==> config.mk <==
export PLATFORM = sky130hd
export DESIGN_NAME = axi_master_arbiter_flat
export DESIGN_NICKNAME = d
export VERILOG_FILES = /design/src/rtl/axi_master_arbiter_pkg.sv /design/src/rtl/axi_master_arbiter_if.sv /design/src/rtl/axi_rr_pick.sv /design/src/rtl/axi_master_arbiter.sv /design/src/flat_wrapper.sv
export SDC_FILE = /design/constraint.sdc
export NUM_CORES = 1
export LEC_CHECK = 0
export ABC_AREA = 1
export ABC_CLOCK_PERIOD_IN_PS = 4110
export BUFFER_PORTS_ARGS = -buffer_cell sky130_fd_sc_hd__buf_2
export CORE_ASPECT_RATIO = 0.6
export CORE_UTILIZATION = 50
export CTS_BUF_LIST = sky130_fd_sc_hd__clkbuf_8
export DETAILED_ROUTE_END_ITERATION = 8
export PLACE_DENSITY = 0.92
export SLEW_MARGIN = 30
export SYNTH_ARGS = -nofsm -noshare
export SYNTH_HDL_FRONTEND = slang
export SYNTH_HIERARCHICAL = 1
export SYNTH_SLANG_ARGS = --single-unit
==> constraint.sdc <==
create_clock -name aclk -period 4.11 [get_ports aclk]
set_input_delay 0.822 -clock aclk [delete_from_list [all_inputs] [get_ports aclk]]
set_output_delay 0.822 -clock aclk [all_outputs]
set_load 0.05 [all_outputs]
==> src/rtl/axi_master_arbiter_pkg.sv <==
`default_nettype none
//============================================================================
// Module      : axi_master_arbiter_pkg
// Description : Shared AXI width constants, arbiter state encoding and the
//               SLVERR response code used by the round-robin command arbiter.
// Revision    : 1.0 - initial release
//============================================================================
package axi_master_arbiter_pkg;

    localparam int ADDR_WIDTH  = 32;
    localparam int ID_WIDTH    = 4;
    localparam int LEN_WIDTH   = 8;
    localparam int SIZE_WIDTH  = 3;
    localparam int BURST_WIDTH = 2;
    localparam int RESP_WIDTH  = 2;

    localparam logic [RESP_WIDTH-1:0] RESP_SLVERR = 2'b10;

    typedef enum logic [1:0] {
        ARB_IDLE  = 2'b00,
        ARB_ISSUE = 2'b01,
        ARB_BUSY  = 2'b10
    } arb_state_t;

endpackage
`default_nettype wire

==> src/rtl/axi_master_arbiter_if.sv <==
`default_nettype none
//============================================================================
// Module      : axi_master_arbiter_if
// Description : Requester-side and master-side command/completion signals of
//               the arbiter. Modport master = arbiter view, slave = environment.
// Revision    : 1.0 - initial release
//============================================================================
interface axi_master_arbiter_if #(
    parameter int NUM_REQ = 2
);
    import axi_master_arbiter_pkg::*;

    logic [NUM_REQ-1:0]             req_valid;
    logic [NUM_REQ-1:0]             req_write;
    logic [NUM_REQ*ADDR_WIDTH-1:0]  req_addr;
    logic [NUM_REQ*ID_WIDTH-1:0]    req_id;
    logic [NUM_REQ*LEN_WIDTH-1:0]   req_len;
    logic [NUM_REQ*SIZE_WIDTH-1:0]  req_size;
    logic [NUM_REQ*BURST_WIDTH-1:0] req_burst;
    logic [NUM_REQ-1:0]             req_ready;
    logic [NUM_REQ-1:0]             grant;
    logic [NUM_REQ-1:0]             done;
    logic [RESP_WIDTH-1:0]          resp;
    logic                           timeout_err;

    logic                           transfer;
    logic                           write_en;
    logic                           read_en;
    logic [ADDR_WIDTH-1:0]          cmd_addr;
    logic [ID_WIDTH-1:0]            cmd_id;
    logic [LEN_WIDTH-1:0]           cmd_len;
    logic [SIZE_WIDTH-1:0]          cmd_size;
    logic [BURST_WIDTH-1:0]         cmd_burst;
    logic                           wr_done;
    logic [RESP_WIDTH-1:0]          wr_resp;
    logic                           rd_done;
    logic [RESP_WIDTH-1:0]          rd_resp;

    modport master (
        input  req_valid, req_write, req_addr, req_id, req_len, req_size, req_burst,
        input  wr_done, wr_resp, rd_done, rd_resp,
        output req_ready, grant, done, resp, timeout_err,
        output transfer, write_en, read_en, cmd_addr, cmd_id, cmd_len, cmd_size, cmd_burst
    );

    modport slave (
        output req_valid, req_write, req_addr, req_id, req_len, req_size, req_burst,
        output wr_done, wr_resp, rd_done, rd_resp,
        input  req_ready, grant, done, resp, timeout_err,
        input  transfer, write_en, read_en, cmd_addr, cmd_id, cmd_len, cmd_size, cmd_burst
    );

endinterface
`default_nettype wire

==> src/rtl/axi_rr_pick.sv <==
`default_nettype none
//============================================================================
// Module      : axi_rr_pick
// Description : Combinational round-robin picker; search starts at i_ptr and
//               wraps modulo NUM_REQ. Returns one-hot winner and its index.
// Revision    : 1.0 - initial release
//============================================================================
module axi_rr_pick #(
    parameter int NUM_REQ = 2,
    parameter int PTR_W   = 3
) (
    input  logic [NUM_REQ-1:0] i_req,
    input  logic [PTR_W-1:0]   i_ptr,
    output logic [NUM_REQ-1:0] o_win_onehot,
    output logic [PTR_W-1:0]   o_win_idx
);

    // Walk from the farthest offset back to the pointer so the closest
    // requester is the last one written and therefore wins.
    always_comb begin
        o_win_onehot = '0;
        o_win_idx    = '0;
        for (int k = NUM_REQ - 1; k >= 0; k--) begin
            int c;
            c = int'(i_ptr) + k;
            if (c >= NUM_REQ) begin
                c = c - NUM_REQ;
            end
            if (i_req[c]) begin
                o_win_onehot    = '0;
                o_win_onehot[c] = 1'b1;
                o_win_idx       = PTR_W'(c);
            end
        end
    end

endmodule
`default_nettype wire

==> src/rtl/axi_master_arbiter.sv <==
`default_nettype none
//============================================================================
// Module      : axi_master_arbiter
// Description : Round-robin scheduler sharing one axi_master among NUM_REQ
//               requesters. Optional watchdog: define AXI_ARB_TIMEOUT_EN.
// Revision    : 1.0 - initial release
//============================================================================
module axi_master_arbiter
    import axi_master_arbiter_pkg::*;
#(
    parameter int NUM_REQ = 2,
    parameter int PTR_W   = 3,
    parameter int TIMEOUT = 1024
) (
    input  logic                 aclk,
    input  logic                 aresetn,
    axi_master_arbiter_if.master bus
);

    generate
        if (NUM_REQ < 1 || NUM_REQ > 8 || (2 ** PTR_W) < NUM_REQ || TIMEOUT < 2) begin : g_bad_cfg
            $error("axi_master_arbiter: invalid NUM_REQ / PTR_W / TIMEOUT");
        end
    endgenerate

    arb_state_t             r_state;
    logic [PTR_W-1:0]       r_ptr;
    logic [PTR_W-1:0]       r_owner;
    logic                   r_is_write;

    logic [NUM_REQ-1:0]     w_win_onehot;
    logic [PTR_W-1:0]       w_win_idx;
    logic                   w_cpl;
    logic                   w_tmo;
    logic [RESP_WIDTH-1:0]  w_cpl_resp;
    logic [PTR_W-1:0]       w_next_ptr;

    axi_rr_pick #(
        .NUM_REQ (NUM_REQ),
        .PTR_W   (PTR_W)
    ) u_pick (
        .i_req        (bus.req_valid),
        .i_ptr        (r_ptr),
        .o_win_onehot (w_win_onehot),
        .o_win_idx    (w_win_idx)
    );

    // Only the done matching the owner's direction counts.
    assign w_cpl      = r_is_write ? bus.wr_done : bus.rd_done;
    assign w_cpl_resp = r_is_write ? bus.wr_resp : bus.rd_resp;
    assign w_next_ptr = (r_owner == PTR_W'(NUM_REQ - 1)) ? '0 : r_owner + PTR_W'(1);

`ifdef AXI_ARB_TIMEOUT_EN
    localparam int TMR_W = $clog2(TIMEOUT);

    logic [TMR_W-1:0] r_timer;
    logic             r_tmo_err;

    assign w_tmo = (r_timer == TMR_W'(TIMEOUT - 1));

    always_ff @(posedge aclk or negedge aresetn) begin
        if (!aresetn) begin
            r_timer   <= '0;
            r_tmo_err <= 1'b0;
        end else begin
            r_timer <= (r_state == ARB_BUSY) ? r_timer + TMR_W'(1) : '0;
            if (r_state == ARB_BUSY && w_tmo && !w_cpl) begin
                r_tmo_err <= 1'b1;
            end
        end
    end

    assign bus.timeout_err = r_tmo_err;
`else
    assign w_tmo           = 1'b0;
    assign bus.timeout_err = 1'b0;
`endif

    always_ff @(posedge aclk or negedge aresetn) begin
        if (!aresetn) begin
            r_state       <= ARB_IDLE;
            r_ptr         <= '0;
            r_owner       <= '0;
            r_is_write    <= 1'b0;
            bus.req_ready <= '0;
            bus.grant     <= '0;
            bus.done      <= '0;
            bus.resp      <= '0;
            bus.transfer  <= 1'b0;
            bus.write_en  <= 1'b0;
            bus.read_en   <= 1'b0;
            bus.cmd_addr  <= '0;
            bus.cmd_id    <= '0;
            bus.cmd_len   <= '0;
            bus.cmd_size  <= '0;
            bus.cmd_burst <= '0;
        end else begin
            bus.req_ready <= '0;
            bus.done      <= '0;
            bus.transfer  <= 1'b0;
            bus.write_en  <= 1'b0;
            bus.read_en   <= 1'b0;
            case (r_state)
                ARB_IDLE: begin
                    if (|bus.req_valid) begin
                        r_owner       <= w_win_idx;
                        r_is_write    <= |(bus.req_write & w_win_onehot);
                        bus.req_ready <= w_win_onehot;
                        bus.grant     <= w_win_onehot;
                        bus.transfer  <= 1'b1;
                        bus.write_en  <= |(bus.req_write & w_win_onehot);
                        bus.read_en   <= ~|(bus.req_write & w_win_onehot);
                        bus.cmd_addr  <= bus.req_addr[int'(w_win_idx) * ADDR_WIDTH +: ADDR_WIDTH];
                        bus.cmd_id    <= bus.req_id[int'(w_win_idx) * ID_WIDTH +: ID_WIDTH];
                        bus.cmd_len   <= bus.req_len[int'(w_win_idx) * LEN_WIDTH +: LEN_WIDTH];
                        bus.cmd_size  <= bus.req_size[int'(w_win_idx) * SIZE_WIDTH +: SIZE_WIDTH];
                        bus.cmd_burst <= bus.req_burst[int'(w_win_idx) * BURST_WIDTH +: BURST_WIDTH];
                        r_state       <= ARB_ISSUE;
                    end
                end
                ARB_ISSUE: begin
                    r_state <= ARB_BUSY;
                end
                ARB_BUSY: begin
                    // cmd_* and grant stay put: the master reads them combinationally.
                    if (w_cpl || w_tmo) begin
                        bus.done  <= bus.grant;
                        bus.resp  <= w_cpl ? w_cpl_resp : RESP_SLVERR;
                        bus.grant <= '0;
                        r_ptr     <= w_next_ptr;
                        r_state   <= ARB_IDLE;
                    end
                end
                default: begin
                    r_state <= ARB_IDLE;
                end
            endcase
        end
    end

endmodule
`default_nettype wire
==> src/flat_wrapper.sv <==
// flat-port wrapper written by rule: the top's interface ports become plain ports
module axi_master_arbiter_flat import axi_master_arbiter_pkg::*;
#(
    parameter int NUM_REQ = 2,
    parameter int PTR_W   = 3,
    parameter int TIMEOUT = 1024
)
  (aclk, aresetn, bus_req_valid, bus_req_write, bus_req_addr, bus_req_id, bus_req_len, bus_req_size, bus_req_burst, bus_wr_done, bus_wr_resp, bus_rd_done, bus_rd_resp, bus_req_ready, bus_grant, bus_done, bus_resp, bus_timeout_err, bus_transfer, bus_write_en, bus_read_en, bus_cmd_addr, bus_cmd_id, bus_cmd_len, bus_cmd_size, bus_cmd_burst);
  axi_master_arbiter_if #(.NUM_REQ(NUM_REQ)) bus_i ();
  input  logic aclk;
  input  logic aresetn;
  input wire logic [$bits(bus_i.req_valid)-1:0] bus_req_valid;
  input wire logic [$bits(bus_i.req_write)-1:0] bus_req_write;
  input wire logic [$bits(bus_i.req_addr)-1:0] bus_req_addr;
  input wire logic [$bits(bus_i.req_id)-1:0] bus_req_id;
  input wire logic [$bits(bus_i.req_len)-1:0] bus_req_len;
  input wire logic [$bits(bus_i.req_size)-1:0] bus_req_size;
  input wire logic [$bits(bus_i.req_burst)-1:0] bus_req_burst;
  input wire logic [$bits(bus_i.wr_done)-1:0] bus_wr_done;
  input wire logic [$bits(bus_i.wr_resp)-1:0] bus_wr_resp;
  input wire logic [$bits(bus_i.rd_done)-1:0] bus_rd_done;
  input wire logic [$bits(bus_i.rd_resp)-1:0] bus_rd_resp;
  output wire logic [$bits(bus_i.req_ready)-1:0] bus_req_ready;
  output wire logic [$bits(bus_i.grant)-1:0] bus_grant;
  output wire logic [$bits(bus_i.done)-1:0] bus_done;
  output wire logic [$bits(bus_i.resp)-1:0] bus_resp;
  output wire logic [$bits(bus_i.timeout_err)-1:0] bus_timeout_err;
  output wire logic [$bits(bus_i.transfer)-1:0] bus_transfer;
  output wire logic [$bits(bus_i.write_en)-1:0] bus_write_en;
  output wire logic [$bits(bus_i.read_en)-1:0] bus_read_en;
  output wire logic [$bits(bus_i.cmd_addr)-1:0] bus_cmd_addr;
  output wire logic [$bits(bus_i.cmd_id)-1:0] bus_cmd_id;
  output wire logic [$bits(bus_i.cmd_len)-1:0] bus_cmd_len;
  output wire logic [$bits(bus_i.cmd_size)-1:0] bus_cmd_size;
  output wire logic [$bits(bus_i.cmd_burst)-1:0] bus_cmd_burst;
  assign bus_i.req_valid = bus_req_valid;
  assign bus_i.req_write = bus_req_write;
  assign bus_i.req_addr = bus_req_addr;
  assign bus_i.req_id = bus_req_id;
  assign bus_i.req_len = bus_req_len;
  assign bus_i.req_size = bus_req_size;
  assign bus_i.req_burst = bus_req_burst;
  assign bus_i.wr_done = bus_wr_done;
  assign bus_i.wr_resp = bus_wr_resp;
  assign bus_i.rd_done = bus_rd_done;
  assign bus_i.rd_resp = bus_rd_resp;
  assign bus_req_ready = bus_i.req_ready;
  assign bus_grant = bus_i.grant;
  assign bus_done = bus_i.done;
  assign bus_resp = bus_i.resp;
  assign bus_timeout_err = bus_i.timeout_err;
  assign bus_transfer = bus_i.transfer;
  assign bus_write_en = bus_i.write_en;
  assign bus_read_en = bus_i.read_en;
  assign bus_cmd_addr = bus_i.cmd_addr;
  assign bus_cmd_id = bus_i.cmd_id;
  assign bus_cmd_len = bus_i.cmd_len;
  assign bus_cmd_size = bus_i.cmd_size;
  assign bus_cmd_burst = bus_i.cmd_burst;
  axi_master_arbiter #(.NUM_REQ(NUM_REQ), .PTR_W(PTR_W), .TIMEOUT(TIMEOUT)) u_core (.aclk(aclk), .aresetn(aresetn), .bus(bus_i));
endmodule
# Yosys cells after proc, flatten, opt, wreduce, memory -nomap -nowiden
# Cells that the tools add are included.
[word_totals]
input_bits = 110
reg_bits = 69
elab_cells = 83
output_inout_bits = 61
[classes]
reduce_logical = 11
multipliers = 1
bitwise = 1
shifts = 5
n_mux = 34
n_eq_ne = 5
magnitude_cmp = 6
addsub = 4
[op_table]
columns = ["cell", "count"]
rows = [
  ["$ge A32 B1 Y1 const B", 2],
  ["$lt A32 B3 Y1 const B", 2],
  ["$mux W32", 2],
  ["$shiftx A64 B9 Y32", 1],
  ["$ge A32 B3 Y1 const B", 1],
  ["$shiftx A6 B32 Y3", 1],
  ["$sub A32 B3 Y32 const B", 1],
  ["$mux W2", 10],
  ["$shiftx A16 B7 Y8", 1],
  ["$mux W1", 15],
  ["$mux W3", 3],
  ["$shiftx A8 B6 Y4", 1],
  ["$pmux W2 S3", 1],
  ["$reduce_and A2 Y1", 3],
  ["$mul A3 B2 Y5 const B", 1],
  ["$shiftx A4 B5 Y2", 1],
  ["$add A3 B1 Y4 const B", 1],
  ["$ne A2 B1 Y1 const B", 2],
  ["$pmux W2 S2", 1],
  ["$reduce_or A2 Y1", 2],
  ["$sub A3 B2 Y4 const B", 1],
  ["$add A3 B1 Y3 const B", 1],
  ["$eq A3 B1 Y1 const B", 1],
  ["$ge A3 B2 Y1 const B", 1],
  ["other kinds (9)", 11],
]

# Longest topological paths before layout
[depth]
depth_word = 14
depth_mapped = 18
mapped_depth_nobuf = 16

# Hierarchy
# Netlist, hierarchy kept.
[modules_own_cells]
columns = ["module", "area_per_inst_um2", "cells_per_inst", "seq_area_each_um2", "n_inst"]
rows = [
  ["axi_master_arbiter", 3442.1, 467, 1726.7, 1],
  ["axi_rr_pick", 291.5, 49, 0.0, 1],
]

# Least setup slack after synthesis
# Ideal clock, no wire load.
[synth_timing]
kind = "reg-to-reg"
start = "reg u_core.r_ptr[0]"
end = "reg u_core.bus.cmd_addr[27]"
n_path_buf = 2
synth_period_minus_slack_ns = 2.203
arrival_ns = 2.137
path_slack_ns = 1.907
setup_time_ns = 0.066
path_stages_with_launch = 19
required_time_ns = 4.044
path_cell_list = "dfrtp_1 -> ha_1 -> inv_1 -> nand2_1 -> nand2_2 -> inv_1 -> ha_1 -> inv_1 -> a21oi_1 -> nand2_2 -> nand3_2 -> nand2_1 -> nand2_1 -> nand2_1 -> inv_1 -> buf_2 -> buf_2 -> nand4_1 -> nand2_1"
[synth_between]
elab_chain_cells = 9
elab_cells_between_ends = 16
cone_classes = "add/sub (3); order compare (2); shift (1); mux (10)"
[synth_lines]
columns = ["element", "line_no", "source"]
rows = [
  ["start: declaration", "axi_master_arbiter.sv:27", "logic [PTR_W-1:0] r_ptr;"],
  ["start signal: assignment", "axi_master_arbiter.sv:130", "r_ptr <= w_next_ptr;"],
  ["$add A3 B1 Y4", "axi_rr_pick.sv:25", "c = int'(i_ptr) + k;"],
  ["$sub A32 B3 Y32 or $ge A32 B3 Y1 (tied branches)", "axi_rr_pick.sv:27, axi_rr_pick.sv:26", ""],
  ["$mux W32", "axi_rr_pick.sv:26", "if (c >= NUM_REQ) begin"],
  ["$mux W1 (implied by the code) (3 in series)", "axi_rr_pick.sv:29", "if (i_req[c]) begin"],
  ["$mux W3", "axi_rr_pick.sv:29", ""],
  ["$mux W3 (*)", "axi_rr_pick.sv:29", ""],
  ["named net u_core.w_win_idx[1]", "axi_master_arbiter.sv:32", "logic [PTR_W-1:0] w_win_idx;"],
  ["$shiftx A64 B9 Y32 (*)", "axi_master_arbiter.sv:113", "bus.cmd_addr <= bus.req_addr[int'(w_win_idx) * ADDR_WIDTH +: ADDR_WIDTH];"],
  ["end signal: assignment", "axi_master_arbiter.sv:113", ""],
  ["end: declaration", "axi_master_arbiter_if.sv:43", "output transfer, write_en, read_en, cmd_addr, cmd_id, cmd_len, cmd_size, cmd_burst"],
]
# Mark *: on every way through the listed nets, which the timed path passes. The rest lies on a longest branch. The select of a mux whose other input is x is not followed.
# A chain may end at the register's enable or synchronous reset.

# Worst setup path in the final report
[layout_timing]
start = "reg u_core.r_ptr[0]"
end = "reg u_core.bus.cmd_addr[3]"
# Same word-level chain as after synthesis.

==> flow_summary_export.csv <==
group,metric,value,unit
worst_setup_path,cp.required,4.39,ns
worst_setup_path,r2r_slack,1.00,ns
synth,synth_compound_gate_area_share,2.98,%
power,finalPower,0.00411,W
sta,slew_headroom,44.1,%
synth,yosys_warnings,6,
synth,synth_top_cell_by_area,"dfrtp_1",
die,core,0.00694,mm^2
clock_network,cts.clk_slew.worst_paths,0.08,ns
worst_setup_path,path_max_fanout,37,
placement,gp_congestion,1.03,
die,io_pins,171,
finish,antenna_cells,0,
power,power_leakage,2.96,nW
worst_setup_path,cp-endpoint,"u_core/bus.cmd_addr[3]",
synth,postSynthCellCount,516,
synth,ys_seq_elements,69,
routing,num_vias,4020,
worst_setup_path,cp_common_cell,"nand2_1",
worst_setup_path,slowest_delay,0.50,ns
sta,min_period_over_period,75.6,%
global_routing,antenna_found_initial,0,
synth,netlist.area_leader.share,46.2,%
synth,synth_area_leaders,"dfrtp_1 46%, nand2_1 28%, nand4_1 8.2%, buf_2 2.7%, inv_1 2.1%",
job,maxCapViolCount,0,
finish,final_nets,785,
worst_setup_path,timing.rr.end,"u_core/bus.cmd_addr[3]",
synth,yosys.area_share.xor_xnor,0,%
worst_setup_path,worst-path-stages,17,
synth,avgSynthCellArea,7.24,um^2
hold_path,hp-class,"primary input to asynchronous set/reset pin",
synth,synth_seq_area_share,46.2,%
worst_setup_path,cp-startpoint,"u_core/r_ptr[0]",
die,dieArea,0.00783,mm^2
synth,synth_ff_type,"dfrtp_1",
worst_setup_path,crit_chain,"ha_1 -> inv_1 -> nand2_1 -> nand2_2 -> inv_1 -> ha_1 -> inv_1 -> a21oi_1 -> nand2_2 -> nand3_2 -> nand2_1 -> nand2_1 -> nand2_1 -> inv_1 -> buf_4 -> nand4_1 -> nand2_1",
synth,synthArstFlopShare,100,%
clock_network,postCtsSetupBuffers,0,
worst_setup_path,worst-path-buf-inv,5,
power,ir_worst_vdd,0.000621,V
power,power_density,850,mW/mm^2
sta,setup_viol,0,
global_routing,grt_usage,27.2,%
sta,worst_pin_slew,0.838,ns
sta,finalHoldViolations,0,
die,start_util,53.8,%
clock_network,ctsHoldBuffers,0,
routing,drc,0,
worst_setup_path,start_kind,"flip-flop",
sta,min_period,3.11,ns
clock_network,root_buffer,"clkbuf_8",
routing,ant_nets,0,
clock_network,cts_max_level,3,
sta,setup_tns,0,ns
routing,avgViaCountPerCell,5.20,
global_routing,grt_pass1_vias,3499,
synth,synth_common_cells,"281 x nand2_1, 69 x dfrtp_1, 49 x nand4_1",
clock_network,clock_sinks,69,
finish,design_area,0.00484,mm^2
global_routing,grt_max_degree,70,
worst_setup_path,worstSetupEndpointType,"flip-flop",
sta,fin_skew,0.0121,ns
placement,placed_cell_area,0.00460,mm^2
clock_network,clockBufferDepth,2,
synth,synth_edf_count,0,
finish,final_util,69.7,%
synth,synthDistinctLibCells,28,
routing,wl,10500,um
finish,area_delta_synth_final,29.5,%
sta,report.final.slew_viol_count,0,
synth,syn-num-nets,632,
clock_network,cts_buffers,9,
worst_setup_path,arrival,3.39,ns
synth,synth_adder_area_share,2.01,%
sta,rsz0062_at_grt,"false",
clock_network,cts_tree,"built",
placement,dp_hpwl,7330,um
routing,drtPass1Iterations,6,
finish,num-fill-cells,588,
routing,routedWlPerCell,13.6,um
synth,synth_top_family_by_area,"simple AND/OR/NAND/NOR gates",
clock_network,insertion_delay,0.36,ns
placement,io_buffers,169,
outcome,status,"finished, final reports clean",
worst_setup_path,r2r_cells,17,
synth,synthMostInstantiatedCell,"nand2_1",
synth,yosys.area_share.simple,40.9,%
finish,drive_above_1_share,31.1,%
worst_setup_path,critical_path_class,"flip-flop to flip-flop",
synth,synth_mux_area_share,0,%
die,rows,23,
die,die_width,114,um
global_routing,grt_pass1_wl,16100,um
worst_setup_path,crit_family,"buffers and inverters",
sta,fmax,322,MHz
worst_setup_path,reg2reg_from,"u_core/r_ptr[0]",
routing,drt_iter0_drc,322,
synth,syn_area,0.00373,mm^2
die,die_h,68.9,um
global_routing,grt_overflow,0,
worst_setup_path,cpMaxStageDelayCell,"dfrtp_1",
clock_network,post_cts_resized,0,
[cell usage in the layout (no fill, tap or decap)]
master	n
clkbuf_8	9
bufinv_16	2
o21ai_4	1
dfrtp_1	69
nand3_2	1
o21ai_1	1
a21oi_2	2
a21oi_1	1
nand4_1	49
clkinvlp_4	2
o21ai_0	12
conb_1	1
nand2_4	1
nand3_1	8
clkinv_4	1
buf_2	169
inv_2	5
nor2_4	2
buf_16	2
nor2_1	10
nand3b_1	1
clkinv_2	1
o22ai_1	1
nand2_1	281
ha_1	6
inv_1	21
buf_4	5
nor3_1	2
or2_2	2
o21ai_2	1
nand2_2	3
or2_1	1
[metrics by stage]
step,hold slack [ns],std cells,setup slack [ns]
2_1_floorplan,0.478,516,1.91
3_3_place_gp,0.459,756,1.36
3_5_place_dp,0.465,757,1.19
4_1_cts,0.485,772,1.15
5_1_grt,0.435,773,0.808
6_report,0.425,773,1.00
[how the worst min path moves through the flow]
| stage | to | startpoint | slack (ns) |
|---|---|---|---|
| global route | u_core/bus.cmd_len[2] | aresetn | 0.43 |
| global placement | u_core/bus.cmd_addr[19] | u_core/bus.cmd_addr[19] | 0.46 |
| CTS | u_core/bus.cmd_addr[14] | u_core/bus.cmd_addr[14] | 0.49 |
| floorplan | u_core/r_state[1] | u_core/r_state[1] | 0.48 |
| finish | u_core/bus.cmd_len[2] | aresetn | 0.42 |
| detailed placement | u_core/bus.cmd_addr[17] | u_core/bus.cmd_addr[17] | 0.46 |
[logic make-up (layout without fill, tap and decap cells)]
group | count (synthesis) | count (layout)
AND/OR/NAND/NOR | 361 | 361
flip-flops | 69 | 69
buffers and inverters | 60 | 217
AO/OA/AOI/OAI | 19 | 19
adder cells (fa/ha/maj) | 6 | 6
other | 1 | 1
[routing by layer]
layer / part of all wire [%] / wire [um] / global-route usage (%) / vias up
met1: 43 / 4520 / 33.9 / 1851
met5: 0 / 0 / 0 / -
met2: 46 / 4890 / 45.4 / 206
met3: 9.2 / 972 / 8.48 / 23
li1: - / - / - / 1940
met4: 1.5 / 161 / 10.0 / 0
[power by group]
part,total [W],switching (W),internal (W)
sequential,0.00109,0.000158,0.000932
clock,0.000604,0.000266,0.000338
combinational,0.00242,0.00184,0.000573
[layout make-up]
type | count | area, um^2 | area share, %
clock buffer | 9 | 124 | 2.56
clock inverter | 6 | 88.8 | 1.84
inverter | 26 | 97.6 | 2.02
multi-input combinational | 387 | 1740 | 35.9
sequential | 69 | 1730 | 35.7
tap | 100 | 125 | 2.59
timing repair buffer | 176 | 938 | 19.4
[sequential cells by signal, indices dropped and copies added (netlist names)]
register	flops
u_core/bus.cmd_addr	32
u_core/bus.cmd_burst	2
u_core/bus.cmd_id	4
u_core/bus.cmd_len	8
u_core/bus.cmd_size	3
u_core/bus.done	2
u_core/bus.grant	2
u_core/bus.read_en	1
u_core/bus.req_ready	2
u_core/bus.resp	2
u_core/bus.transfer	1
u_core/bus.write_en	1
u_core/r_is_write	1
u_core/r_owner	3
u_core/r_ptr	3
u_core/r_state	2
No activity file was read; power rests on OpenSTA's default activity.
